**config.mk**
```make
export PLATFORM = sky130hd
export DESIGN_NAME = div_seq_ctrl
export DESIGN_NICKNAME = d
export VERILOG_FILES = /design/src/rtl/div_seq_ctrl_pkg.sv /design/src/rtl/div_chan_issue.sv /design/src/rtl/div_seq_ctrl.sv
export SDC_FILE = /design/constraint.sdc
export NUM_CORES = 1
export LEC_CHECK = 0
export ABC_AREA = 1
export CORE_MARGIN = 4
export CORE_UTILIZATION = 40
export CTS_CLUSTER_DIAMETER = 100
export DETAILED_ROUTE_END_ITERATION = 6
export DONT_BUFFER_PORTS = 1
export REMOVE_ABC_BUFFERS = 1
export SYNTH_ARGS = -nofsm -noshare
export SYNTH_HDL_FRONTEND = slang
export SYNTH_HIERARCHICAL = 1
export SYNTH_SLANG_ARGS = --single-unit
```
**constraint.sdc**
```tcl
create_clock -name clk -period 2.48 [get_ports clk]
set_input_delay 0.124 -clock clk [delete_from_list [all_inputs] [get_ports clk]]
set_output_delay 0.124 -clock clk [all_outputs]
set_load 0.1 [all_outputs]
```
**src/rtl/div_seq_ctrl_pkg.sv**
```systemverilog
// Shared definitions for the EX-stage divide sequencer: op encoding, FSM states
// and small op-decode helpers.
package div_seq_ctrl_pkg;

    localparam logic [1:0] OP_DIV_W  = 2'd0;
    localparam logic [1:0] OP_MOD_W  = 2'd1;
    localparam logic [1:0] OP_DIV_WU = 2'd2;
    localparam logic [1:0] OP_MOD_WU = 2'd3;

    typedef enum logic [2:0] {
        IDLE  = 3'd0,
        ISSUE = 3'd1,
        WAIT  = 3'd2,
        DRAIN = 3'd3,
        DONE  = 3'd4
    } state_e;

    function automatic logic is_signed_op(input logic [1:0] op);
        return (op == OP_DIV_W) || (op == OP_MOD_W);
    endfunction

    function automatic logic is_rem_op(input logic [1:0] op);
        return (op == OP_MOD_W) || (op == OP_MOD_WU);
    endfunction

endpackage

```
**src/rtl/div_chan_issue.sv**
```systemverilog
// One AXI-stream operand channel: registered tvalid plus a sticky handshake-done bit.
module div_chan_issue
    import div_seq_ctrl_pkg::*;
(
    input  logic clk,
    input  logic resetn,
    input  logic start,
    input  logic kill,
    input  logic tready,
    output logic tvalid,
    output logic done,
    output logic hs
);

    logic tvalid_q, tvalid_d;
    logic done_q, done_d;

    // Next-state for the channel valid and its done flag
    always_comb begin
        hs       = tvalid_q & tready;
        tvalid_d = tvalid_q;
        done_d   = done_q;
        if (kill) begin
            tvalid_d = 1'b0;
            done_d   = 1'b0;
        end else if (start) begin
            tvalid_d = 1'b1;
            done_d   = 1'b0;
        end else if (hs) begin
            tvalid_d = 1'b0;
            done_d   = 1'b1;
        end else begin
            tvalid_d = tvalid_q;
            done_d   = done_q;
        end
    end

    // Channel state registers
    always_ff @(posedge clk) begin
        if (!resetn) begin
            tvalid_q <= 1'b0;
            done_q   <= 1'b0;
        end else begin
            tvalid_q <= tvalid_d;
            done_q   <= done_d;
        end
    end

    assign tvalid = tvalid_q;
    assign done   = done_q;

endmodule

```
**src/rtl/div_seq_ctrl.sv**
```systemverilog
// EX-stage divide sequencer: issues operands to the signed/unsigned divider, drains
// flushed operations and holds the result for EX. Optional result cache: DIV_RESULT_CACHE_EN.
module div_seq_ctrl
    import div_seq_ctrl_pkg::*;
#(
    parameter int DW = 32
) (
    input  logic            clk,
    input  logic            resetn,
    input  logic            req_valid,
    output logic            req_ready,
    input  logic [1:0]      req_op,
    input  logic [DW-1:0]   req_src1,
    input  logic [DW-1:0]   req_src2,
    input  logic            flush,
    output logic            resp_valid,
    input  logic            resp_ready,
    output logic [DW-1:0]   resp_result,
    output logic            busy,
    output logic [DW-1:0]   div_dividend,
    output logic [DW-1:0]   div_divisor,
    output logic            sdiv_dividend_tvalid,
    input  logic            sdiv_dividend_tready,
    output logic            sdiv_divisor_tvalid,
    input  logic            sdiv_divisor_tready,
    input  logic            sdiv_dout_tvalid,
    input  logic [2*DW-1:0] sdiv_dout_tdata,
    output logic            udiv_dividend_tvalid,
    input  logic            udiv_dividend_tready,
    output logic            udiv_divisor_tvalid,
    input  logic            udiv_divisor_tready,
    input  logic            udiv_dout_tvalid,
    input  logic [2*DW-1:0] udiv_dout_tdata
);

    function automatic logic [DW-1:0] sel_result(input logic [1:0] op, input logic [2*DW-1:0] data);
        return is_rem_op(op) ? data[DW-1:0] : data[2*DW-1:DW];
    endfunction

    state_e          state_q, state_d;
    logic [1:0]      op_q, op_d;
    logic [DW-1:0]   src1_q, src1_d, src2_q, src2_d;
    logic            cancel_q, cancel_d;
    logic            resp_valid_q, resp_valid_d;
    logic [DW-1:0]   resp_result_q, resp_result_d;

    logic            sel_signed_s, chan_start_s, chan_kill_s;
    logic            dvd_tvalid_s, dvd_done_s, dvd_hs_s;
    logic            dvs_tvalid_s, dvs_done_s, dvs_hs_s;
    logic            dout_v_s, any_hs_s, all_done_s;
    logic [2*DW-1:0] dout_data_s;
    logic            cache_hit_s;
    logic [DW-1:0]   cache_res_s;

    assign sel_signed_s = is_signed_op(op_q);
    assign dout_v_s     = sel_signed_s ? sdiv_dout_tvalid : udiv_dout_tvalid;
    assign dout_data_s  = sel_signed_s ? sdiv_dout_tdata : udiv_dout_tdata;

    div_chan_issue u_dvd (
        .clk    (clk),
        .resetn (resetn),
        .start  (chan_start_s),
        .kill   (chan_kill_s),
        .tready (sel_signed_s ? sdiv_dividend_tready : udiv_dividend_tready),
        .tvalid (dvd_tvalid_s),
        .done   (dvd_done_s),
        .hs     (dvd_hs_s)
    );

    div_chan_issue u_dvs (
        .clk    (clk),
        .resetn (resetn),
        .start  (chan_start_s),
        .kill   (chan_kill_s),
        .tready (sel_signed_s ? sdiv_divisor_tready : udiv_divisor_tready),
        .tvalid (dvs_tvalid_s),
        .done   (dvs_done_s),
        .hs     (dvs_hs_s)
    );

    assign any_hs_s   = dvd_done_s | dvs_done_s | dvd_hs_s | dvs_hs_s;
    assign all_done_s = (dvd_done_s | dvd_hs_s) & (dvs_done_s | dvs_hs_s);

`ifdef DIV_RESULT_CACHE_EN
    logic            cache_valid_q, cache_valid_d;
    logic            cache_signed_q, cache_signed_d;
    logic [DW-1:0]   cache_src1_q, cache_src1_d, cache_src2_q, cache_src2_d;
    logic [2*DW-1:0] cache_data_q, cache_data_d;
    logic            cache_wr_s;

    // Only genuine WAIT->DONE captures fill the entry; drained results never do
    assign cache_wr_s = (state_q == WAIT) && dout_v_s && !flush;

    // Cache lookup and fill
    always_comb begin
        cache_hit_s    = cache_valid_q && (cache_signed_q == is_signed_op(req_op)) &&
                         (cache_src1_q == req_src1) && (cache_src2_q == req_src2);
        cache_res_s    = sel_result(req_op, cache_data_q);
        cache_valid_d  = cache_valid_q;
        cache_signed_d = cache_signed_q;
        cache_src1_d   = cache_src1_q;
        cache_src2_d   = cache_src2_q;
        cache_data_d   = cache_data_q;
        if (cache_wr_s) begin
            cache_valid_d  = 1'b1;
            cache_signed_d = sel_signed_s;
            cache_src1_d   = src1_q;
            cache_src2_d   = src2_q;
            cache_data_d   = dout_data_s;
        end else begin
            cache_valid_d  = cache_valid_q;
        end
    end

    // Cache entry registers
    always_ff @(posedge clk) begin
        if (!resetn) begin
            cache_valid_q  <= 1'b0;
            cache_signed_q <= 1'b0;
            cache_src1_q   <= '0;
            cache_src2_q   <= '0;
            cache_data_q   <= '0;
        end else begin
            cache_valid_q  <= cache_valid_d;
            cache_signed_q <= cache_signed_d;
            cache_src1_q   <= cache_src1_d;
            cache_src2_q   <= cache_src2_d;
            cache_data_q   <= cache_data_d;
        end
    end
`else
    assign cache_hit_s = 1'b0;
    assign cache_res_s = '0;
`endif

    // Sequencer next-state logic
    always_comb begin
        state_d       = state_q;
        op_d          = op_q;
        src1_d        = src1_q;
        src2_d        = src2_q;
        cancel_d      = cancel_q;
        resp_valid_d  = resp_valid_q;
        resp_result_d = resp_result_q;
        chan_start_s  = 1'b0;
        chan_kill_s   = 1'b0;
        case (state_q)
            IDLE: begin
                if (req_valid && !flush) begin
                    op_d     = req_op;
                    src1_d   = req_src1;
                    src2_d   = req_src2;
                    cancel_d = 1'b0;
                    if (cache_hit_s) begin
                        state_d       = DONE;
                        resp_valid_d  = 1'b1;
                        resp_result_d = cache_res_s;
                    end else begin
                        state_d      = ISSUE;
                        chan_start_s = 1'b1;
                    end
                end else begin
                    state_d = IDLE;
                end
            end
            ISSUE: begin
                // Once any operand is handed over the divider must see the whole pair
                if (flush && !any_hs_s) begin
                    chan_kill_s = 1'b1;
                    cancel_d    = 1'b0;
                    state_d     = IDLE;
                end else if (all_done_s) begin
                    state_d  = (cancel_q || flush) ? DRAIN : WAIT;
                    cancel_d = 1'b0;
                end else if (flush) begin
                    cancel_d = 1'b1;
                end else begin
                    cancel_d = cancel_q;
                end
            end
            WAIT: begin
                if (dout_v_s) begin
                    if (flush) begin
                        state_d = IDLE;
                    end else begin
                        state_d       = DONE;
                        resp_valid_d  = 1'b1;
                        resp_result_d = sel_result(op_q, dout_data_s);
                    end
                end else if (flush) begin
                    state_d = DRAIN;
                end else begin
                    state_d = WAIT;
                end
            end
            DRAIN: begin
                if (dout_v_s) begin
                    state_d = IDLE;
                end else begin
                    state_d = DRAIN;
                end
            end
            DONE: begin
                if (flush || resp_ready) begin
                    state_d      = IDLE;
                    resp_valid_d = 1'b0;
                end else begin
                    state_d = DONE;
                end
            end
            default: begin
                state_d      = IDLE;
                chan_kill_s  = 1'b1;
                cancel_d     = 1'b0;
                resp_valid_d = 1'b0;
            end
        endcase
    end

    // Sequencer state and registered outputs
    always_ff @(posedge clk) begin
        if (!resetn) begin
            state_q       <= IDLE;
            op_q          <= 2'd0;
            src1_q        <= '0;
            src2_q        <= '0;
            cancel_q      <= 1'b0;
            resp_valid_q  <= 1'b0;
            resp_result_q <= '0;
        end else begin
            state_q       <= state_d;
            op_q          <= op_d;
            src1_q        <= src1_d;
            src2_q        <= src2_d;
            cancel_q      <= cancel_d;
            resp_valid_q  <= resp_valid_d;
            resp_result_q <= resp_result_d;
        end
    end

    assign req_ready            = (state_q == IDLE);
    assign busy                 = (state_q != IDLE);
    assign resp_valid           = resp_valid_q;
    assign resp_result          = resp_result_q;
    assign div_dividend         = src1_q;
    assign div_divisor          = src2_q;
    assign sdiv_dividend_tvalid = dvd_tvalid_s & sel_signed_s;
    assign sdiv_divisor_tvalid  = dvs_tvalid_s & sel_signed_s;
    assign udiv_dividend_tvalid = dvd_tvalid_s & ~sel_signed_s;
    assign udiv_divisor_tvalid  = dvs_tvalid_s & ~sel_signed_s;

endmodule

```
==> results of run 1 <==
==> layout by cell type, fill, tap and decap left out, drive strengths merged <==
| cell | count |
|---|---|
| nor3b | 1 |
| dlygate4sd3 | 67 |
| nor2 | 277 |
| clkbuf | 9 |
| inv | 26 |
| nand3 | 9 |
| o32ai | 1 |
| nand2 | 32 |
| nand4 | 1 |
| o22ai | 32 |
| bufinv | 1 |
| a21oi | 8 |
| clkinv | 8 |
| o21ai | 164 |
| dfxtp | 107 |
| buf | 107 |
==> report_power, final <==
part / internal (mW) / switching, mW / leakage [nW] / total, mW
registers: 1.84 / 0.0499 / 0.875 / 1.89
logic: 0.404 / 1.34 / 1.92 / 1.74
clock network: 0.811 / 0.691 / 0.156 / 1.50
total: 3.06 / 2.08 / 2.96 / 5.13
==> per-layer routing <==
layer / wire length, µm / share of wire, % / up-vias / global-route usage, %
met4: 599 / 3.7 / 2 / 9.34
met3: 1240 / 7.8 / 55 / 6.36
met2: 7970 / 50 / 276 / 36.3
met1: 6160 / 39 / 2405 / 24.6
met5: 12 / 0.075 / - / 0
li1: - / - / 2590 / -
==> worst min-delay path: cells and delay by family <==
family / cells / cell delay, ns
AOI/OAI and AO/OA: 1 / 0.07
and+or+nand+nor: 2 / 0.13
==> sequential cells by signal (all words and copies together) (netlist names) <==
| register | count |
|---|---|
| u_dvd/done | 1 |
| op_q | 2 |
| resp_result | 32 |
| state_q | 3 |
| u_dvs/tvalid | 1 |
| resp_valid | 1 |
| u_dvs/done | 1 |
| cancel_q | 1 |
| div_dividend | 32 |
| div_divisor | 32 |
| u_dvd/tvalid | 1 |
==> cell type report <==
cell class                      count  area [µm²]
Fill cell                        1110        5410
Multi-Input combinational cell    525        2350
Sequential cell                   107        2140
Timing Repair Buffer              174        1490
Clock buffer                        9         225
Tap cell                          147         184
Inverter                           28         108
Clock inverter                      7        97.6
==> logic make-up (layout without fill, tap and decap cells) <==
family | after synthesis | in the layout | synth area share [%]
buffers and inverters | 80 | 218 | 8.47
DFF | 107 | 107 | 43.7
and+or+nand+nor | 320 | 320 | 25.8
AOI/OAI and AO/OA | 205 | 205 | 22.0
==> path summary, 6_finish.rpt <==
kind                             endpoint  cells past startpoint  slack (ns)
hold / removal    state_q[2]$_SDFFE_PN0N_                      3        0.03
setup / recovery  u_dvd/done$_SDFFE_PP0P_                     11        0.59
hold reg to reg   u_dvs/done$_SDFFE_PP0P_                      2        0.49
setup reg to reg  u_dvd/done$_SDFFE_PP0P_                     11        0.59
==> through the flow <==
stage | hold slack [ns] | util, % | cells
floorplan | 0.234 | - | 660
global placement | 0.244 | 46.5 | 913
detailed placement | 0.249 | 46.5 | 913
CTS | 0.0129 | 55.0 | 997
global route | 0.0339 | 55.0 | 997
finish | 0.0321 | 55.0 | 997
==> timing repair <==
item | 4_1_cts | 5_1_grt
hold buffers | 68 | 0
endpoints found under the hold margin | 105 | 0
setup buffers | 0 | 0
==> impl_metrics.csv, run 1 <==
group,metric,value,unit
setup_path,critPathLaunchType,"flop",
floorplanning,dieArea,14100,µm²
placed_design,hpwlAfterDp,11000,µm
finish,final_cell_area,6610,µm²
logic_synthesis,synth.distinct_cells,23,
setup_path,required,2.72,ns
placed_design,dp_worst_setup_slack,0.592,ns
hold_path,hp-class,"in2reg",
route,vias,5328,
clock_network,clock-sinks,107,
clock_network,cts.htree.levels,3,
finish,n_antenna_cell,0,
sta,rsz0062_at_grt,"false",
clock_network,clk_pin_slew,0.07,ns
global_route,grt_max_degree,106,
logic_synthesis,ys_warn_count,6,
sta,hold_viol,0,
floorplanning,initial_core_util,40.8,%
logic_synthesis,synth_area_leader_cell,"dfxtp_1",
global_route,antenna_found_initial,1,
logic_synthesis,synth_common_cells,"nor2_1, o21ai_0, dfxtp_1",
logic_synthesis,synthTopCellsByArea,"dfxtp_1, nor2_1, o21ai_0",
hold_path,hold_start,"resp_ready",
floorplanning,ioPinCount,308,
sta,slew_violations,0,
sta,fmax,0.530,GHz
pwr,vdd_ir_drop_max,734,µV
route,drtIter0Drc,433,
floorplanning,die_w,119,µm
setup_path,cp_slowest_stage_delay,0.47,ns
floorplanning,die_y,119,µm
pwr,powerDensity,777,nW/µm²
logic_synthesis,synthesis.area,4910,µm²
logic_synthesis,synth_most_common_cell,"nor2_1",
global_route,grt_pass1_wl,24600,µm
sta,fin_setup_tns,0,ns
finish,area_growth,34.6,%
setup_path,endpoint_kind,"flop",
clock_network,worstSkewPairLatency,0.35,ns
setup_path,cp_max_fo,13,
global_route,grt_pass1_vias,5021,
clock_network,cts_root_buf,"clkbuf_16",
logic_synthesis,ys_ff_latch,107,
route,routed_wl,16000,µm
floorplanning,row_count,40,
setup_path,cpLargestDelayFamily,"simple AND/OR/NAND/NOR gates",
sta,fin_crit_sh,76.1,%
pwr,p_leak,2.96,nW
setup_path,worstSetupPathType,"reg2reg",
setup_path,crit_path_top_delay_cell,"dfxtp_2",
global_route,grt_use_total,21.3,%
clock_network,cts_tree,"yes",
route,first_pass_iters,7,
run,drv_cap,0,
setup_path,regToRegStartpoint,"op_q[1]$_SDFFE_PN0P_",
clock_network,clockBufferDepth,2,
logic_synthesis,synth_flop_cell,"dfxtp_1",
logic_synthesis,synth_top_area_share,43.7,%
logic_synthesis,async_flop_share,0,%
setup_path,cp_cell_sequence,"inv_2, nand2_1, nand2_1, nand2_1, inv_1, nor2_1, nand3_1, o32ai_1, clkinv_1, nand3_1, nor2_1",
global_route,grt_overflow,0,
logic_synthesis,yosysSeqAreaShare,43.7,%
route,drtAntennaViolNets,0,
pwr,total_power,5.13,mW
logic_synthesis,synth_cells,712,
finish,fin_nets,1050,
sta,slew_headroom,43.6,%
placed_design,gp_congestion,0.887,
clock_network,post_cts_resized,0,
logic_synthesis,synth_edf_count,0,
route,viasPerCell,5.34,
floorplanning,core_area,12000,µm²
route,drc,0,
placed_design,placed_cell_area,5580,µm²
logic_synthesis,avgSynthCellArea,6.89,µm²
run_status,status,"finished, final reports clean",
sta,finalSetupViolations,0,
setup_path,crit_buf_inv,3,
sta,tightest_slew,0.844,ns
sta,period_needed,1.89,ns
sta,fin_skew,0.00909,ns
sta,fin_ws,0.592,ns
setup_path,arrival,2.13,ns
route,avgRoutedWirePerCell,16.0,µm
clock_network,cts_buffers,9,
setup_path,cp-startpoint,"op_q[1]$_SDFFE_PN0P_",
placed_design,port_buffers,0,
setup_path,path_common_cell,"nand2_1",
finish,layout-drive-gt1-share,16.7,%
(Power assumes the default switching activity.)
==> run 2, diff against run 1 <==
- clock period: 2.48 -> 1.56 ns (I/O delays scaled with it)
==> run 2 against run 1 <==
  * The run now ends with hold timing left
  * Count of clock-buffer cells in the layout stayed put
  * Design area is 4.7% higher
  * Maximum frequency is 26% higher
  * Die area stayed put
  * Non-clock buffer count is 17 higher
  * Sequential power is 61% higher
  * Via count is 2.8% higher
  * Clock power is 45% higher
==> impl_metrics.csv, run 2 (same netlist as run 1, synthesis figures left out) <==
group,metric,value,unit
route,vias,5479,
finish,fin_util,57.6,%
pwr,swShare,40.8,%
global_route,grt_pass1_wl,26300,µm
route,drc,0,
placed_design,place_inst,937,
pwr,switching_power,3.32,mW
global_route,grt_max_degree,106,
pwr,p_int,4.82,mW
setup_path,cp_max_fo,4,
sta,fin_crit_sh,96.4,%
setup_path,cp_cell_sequence,"buf_6, nand2_2, nand2_2, nand2_2, inv_2, nor2_4, nand3_4, buf_6, buf_6, nand2_4, nand3_2, nor3b_2",
sta,hold_viol,104,
pwr,vdd_ir_drop_max,818,µV
global_route,antenna_found_initial,0,
run_status,violations,"hold timing",
clock_network,cts_buffers,9,
pwr,power_frac_seq,37.4,%
setup_path,cp_slowest_stage_delay,0.33,ns
sta,slew_headroom,72.4,%
clock_network,cts_tree,"yes",
floorplanning,ioPinCount,308,
setup_path,endpoint_kind,"flop",
sta,finalSetupViolations,0,
floorplanning,dieArea,14100,µm²
finish,layout-drive-gt1-share,22.7,%
sta,fin_setup_tns,0,ns
sta,slew_violations,0,
route,first_pass_iters,5,
pwr,total_power,8.14,mW
clock_network,clockBufferDepth,2,
finish,final_cell_count_no_fill,1015,
floorplanning,core_area,12000,µm²
finish,multi_input_area,2460,µm²
pwr,p_comb_share,35.9,%
route,routed_wl,17200,µm
pwr,powerDensity,1180,nW/µm²
setup_path,crit_path_top_delay_cell,"dfxtp_2",
setup_path,worstSetupPathType,"reg2reg",
setup_path,arrival,1.75,ns
floorplanning,die_w,119,µm
route,drtAntennaViolNets,0,
floorplanning,die_y,119,µm
hold_path,hp-class,"in2reg",
sta,fin_skew,0.00581,ns
placed_design,gp_congestion,0.871,
setup_path,critPathLaunchType,"flop",
finish,final_common_cell,"nor2_1",
floorplanning,row_count,40,
clock_network,cts_root_buf,"clkbuf_16",
pwr,clkPwrFrac,26.7,%
finish,seq_area,2140,µm²
finish,area_growth,40.9,%
setup_path,required,1.80,ns
clock_network,cts.htree.levels,3,
finish,fin_nets,1067,
route,viasPerCell,5.40,
sta,period_needed,1.50,ns
run,drv_cap,0,
finish,layout_common_cells,"nor2_1, buf_4, o21ai_0",
run_status,status,"complete, but fails checks",
sta,fin_hold_ws,-0.128,ns
global_route,grt_use_total,22.6,%
clock_network,clk_pin_slew,0.07,ns
placed_design,hpwlAfterDp,12000,µm
route,avgRoutedWirePerCell,17.0,µm
pwr,p_leak,3.09,nW
route,drtIter0Drc,379,
clock_network,clock-sinks,107,
placed_design,port_buffers,0,
clock_network,worstSkewPairLatency,0.35,ns
sta,fmax,0.665,GHz
global_route,grt_pass1_vias,5332,
sta,tightest_slew,0.415,ns
floorplanning,initial_core_util,40.8,%
global_route,grt_overflow,0,
finish,nFillCells,1124,
## run 2: cell count changes in the layout (fill, tap and decap cells not counted), sizes merged, moves of 2 or more
cell and change:
buf +31, clkinv -2, dlygate4sd3 -14, inv +2
## run 2: final timing paths
path / depth (start not counted) / endpoint / from / slack [ns]
max: 12 / state_q[1]$_SDFFE_PN0N_ / op_q[1]$_SDFFE_PN0P_ / 0.06
min: 2 / state_q[0]$_SDFFE_PN0N_ / resetn / -0.13
max reg2reg: 12 / state_q[1]$_SDFFE_PN0N_ / op_q[1]$_SDFFE_PN0P_ / 0.06
min reg2reg: 2 / div_divisor[15]$_SDFFE_PN0P_ / div_divisor[15]$_SDFFE_PN0P_ / 0.50
## run 2: power groups by stage
stage	Clock (mW)	Combinational [mW]	Sequential, mW
floorplan	0	0.737	4.37
global placement	0	2.60	3.09
detailed placement	0	2.65	3.10
CTS	2.25	2.80	3.04
global route	2.38	3.07	3.07
finish	2.18	2.92	3.04
## run 2: layout make-up
type,count,share of cell area (%)
sequential,107,31.0
clock inverter,7,0.887
multi-input combinational,525,35.6
clock buffer,9,3.26
inverter,28,1.56
timing repair buffer,191,25.0
antenna,1,0.0362
tap,147,2.66
## run 2: timing repair
action | in CTS | in global routing
hold buffers | 42 | 11
pin swaps | 13 | 7
gates resized for setup | 19 | 41
endpoints found under the hold margin | 107 | 104
setup buffers | 8 | 0
setup endpoints to repair | 9 | 30
## run 2: worst max-delay path, delay by kind of cell (launching register included)
kind,cells,cell delay (ns)
DFF,1,0.33
buffers and inverters,4,0.42
and+or+nand+nor,8,0.66
## run 2: layer usage
metal | wire [µm] | global-route usage (%) | vias to the layer above
met5 | 0 | 0 | -
met4 | 378 | 6.30 | 0
met2 | 9190 | 40.9 | 251
met1 | 6440 | 26.1 | 2569
met3 | 1230 | 6.17 | 31
li1 | - | - | 2628
## run 2: per-stage QoR
step           cell area, µm²  setup WS, ns  hold WS, ns
5_1_grt                  6910       -0.0276       -0.147
6_report                 6910        0.0554       -0.128
3_5_place_dp             5810        -0.111        0.212
3_3_place_gp             5810       -0.0585        0.211
4_1_cts                  6650       -0.0222       -0.164
2_1_floorplan            4600         -1.64        0.188
==> run 3, diff against run 2 <==
- CORE_AREA: not set -> 3 3 119 121
- CORE_MARGIN: 4 -> not set
- CORE_UTILIZATION: 40 -> not set
- CTS_CLUSTER_DIAMETER: 100 -> 30
- DIE_AREA: not set -> 0 0 122 124
==> run 3 against run 2 <==
  * The run still ends with hold timing left
  * Sequential cell count unchanged
  * Largest power group unchanged
  * Global-route usage is 3.4 points lower
  * Non-clock buffer count fell by 20
  * Clock power rose by 11%
  * Clock skew grew 0.00058 ns
==> impl_metrics.csv, run 3 (same netlist as run 1, synthesis figures left out) <==
group,metric,value,unit
run_status,status,"complete, but fails checks",
run_status,violations,"hold timing",
route,drtAntennaViolNets,0,
setup_path,cp_slowest_stage_delay,0.39,ns
route,viasPerCell,5.19,
sta,fmax,0.670,GHz
sta,slew_headroom,75.0,%
global_route,grt_max_degree,106,
pwr,switching_power,3.21,mW
floorplanning,ioPinCount,308,
clock_network,clock-sinks,107,
clock_network,clockBufferDepth,2,
placed_design,gp_congestion,0.865,
sta,rsz0062_at_grt,"true",
setup_path,arrival,1.73,ns
floorplanning,row_count,42,
sta,hold_viol,93,
route,drtIter0Drc,445,
floorplanning,die_w,122,µm
global_route,grt_pass1_vias,4908,
global_route,grt_overflow,0,
pwr,swShare,38.9,%
route,vias,5308,
clock_network,clk_pin_slew,0.07,ns
clock_network,cts_buffers,9,
setup_path,endpoint_kind,"flop",
setup_path,path_common_cell,"nand2_2",
clock_network,worstSkewPairLatency,0.35,ns
clock_network,cts_tree,"yes",
finish,final_cell_count_no_fill,1022,
setup_path,crit_buf_inv,3,
pwr,p_comb_share,33.8,%
pwr,p_int,5.04,mW
route,drc,0,
setup_path,required,1.80,ns
sta,tightest_slew,0.375,ns
pwr,power_frac_seq,37.0,%
clock_network,cts.htree.levels,3,
sta,slew_violations,0,
floorplanning,initial_core_util,37.2,%
finish,layout_common_cells,"nor2_1, buf_4, o21ai_0",
setup_path,cpLargestDelayFamily,"simple AND/OR/NAND/NOR gates",
run,drv_cap,0,
setup_path,worstSetupPathType,"reg2reg",
global_route,grt_use_total,19.2,%
sta,fin_crit_sh,95.7,%
finish,final_common_cell,"nor2_1",
setup_path,crit_path_top_delay_cell,"dfxtp_4",
global_route,grt_pass1_wl,23400,µm
placed_design,hpwlAfterDp,11000,µm
pwr,total_power,8.25,mW
route,avgRoutedWirePerCell,15.6,µm
finish,fin_nets,1047,
pwr,powerDensity,1230,nW/µm²
finish,area_growth,36.5,%
setup_path,cp_cell_sequence,"inv_4, nand2_2, nand2_2, nand2_2, inv_2, nor2_4, nand3_2, o32ai_4, inv_2, nand3_2, nor2_1",
setup_path,rrSetupSlack,0.07,ns
floorplanning,core_area,13200,µm²
hold_path,hp-class,"in2reg",
global_route,antenna_found_initial,0,
pwr,vdd_ir_drop_max,980,µV
finish,layout-drive-gt1-share,20.7,%
floorplanning,die_y,124,µm
route,first_pass_iters,5,
pwr,p_leak,3.00,nW
sta,finalSetupViolations,0,
setup_path,cp_max_fo,6,
setup_path,critPathLaunchType,"flop",
clock_network,cts_root_buf,"clkbuf_16",
sta,period_needed,1.49,ns
placed_design,port_buffers,0,
sta,fin_skew,0.00640,ns
finish,n_antenna_cell,0,
pwr,clkPwrFrac,29.3,%
sta,fin_hold_ws,-0.132,ns
placed_design,place_inst,955,
route,routed_wl,15900,µm
floorplanning,dieArea,15100,µm²
==> run 3: through the flow <==
| stage | area [µm²] | util, % | setup TNS (ns) | setup WS, ns |
|---|---|---|---|---|
| after global placement | 5780 | 43.8 | -0.0120 | -0.00790 |
| after detailed placement | 5780 | 43.8 | -0.184 | -0.0660 |
| final | 6700 | 50.8 | 0 | 0.0669 |
| after CTS | 6380 | 48.4 | 0 | 0.00227 |
| after global routing | 6700 | 50.8 | -0.252 | -0.0661 |
| after floorplan | 4600 | - | -133.77 | -1.64 |
==> run 3: metal layers <==
| layer | wire, µm | global-route usage [%] | vias to the layer above |
|---|---|---|---|
| met1 | 6270 | 23.9 | 2446 |
| met5 | 0 | 0 | - |
| met2 | 8050 | 32.2 | 230 |
| li1 | - | - | 2590 |
| met3 | 1230 | 5.77 | 42 |
| met4 | 369 | 6.09 | 0 |
==> run 3: worst paths after layout <==
check | startpoint | end | depth (start not counted)
setup / recovery | op_q[1]$_SDFFE_PN0P_ | u_dvs/done$_SDFFE_PP0P_ | 11
hold / removal | resetn | div_divisor[10]$_SDFFE_PN0P_ | 2
setup reg to reg | op_q[1]$_SDFFE_PN0P_ | u_dvs/done$_SDFFE_PP0P_ | 11
hold reg to reg | resp_valid$_SDFFE_PN0P_ | resp_valid$_SDFFE_PN0P_ | 2
==> run 3: what timing repair did <==
action / 4_1_cts / 5_1_grt
endpoints found under the setup margin: 5 / 38
pin swaps: 0 / 6
hold buffers: 27 / 21
gates resized for setup: 4 / 27
hold endpoints to repair: 107 / 103
setup buffers: 0 / 4
==> run 3: power by group through the flow <==
stage               clock network, mW  registers [mW]  logic [mW]
floorplan                           0            4.37       0.737
global placement                    0            3.10        2.59
detailed placement                  0            3.10        2.62
CTS                              2.51            3.04        2.69
global route                     2.60            3.07        2.95
finish                           2.42            3.05        2.79
==> run 3: cell type report <==
| class | count | area [µm²] |
|---|---|---|
| Clock inverter | 6 | 87.6 |
| Sequential cell | 107 | 2150 |
| Fill cell | 1205 | 6490 |
| Inverter | 28 | 113 |
| Timing Repair Buffer | 171 | 1490 |
| Clock buffer | 9 | 225 |
| Multi-Input combinational cell | 525 | 2410 |
| Tap cell | 176 | 220 |
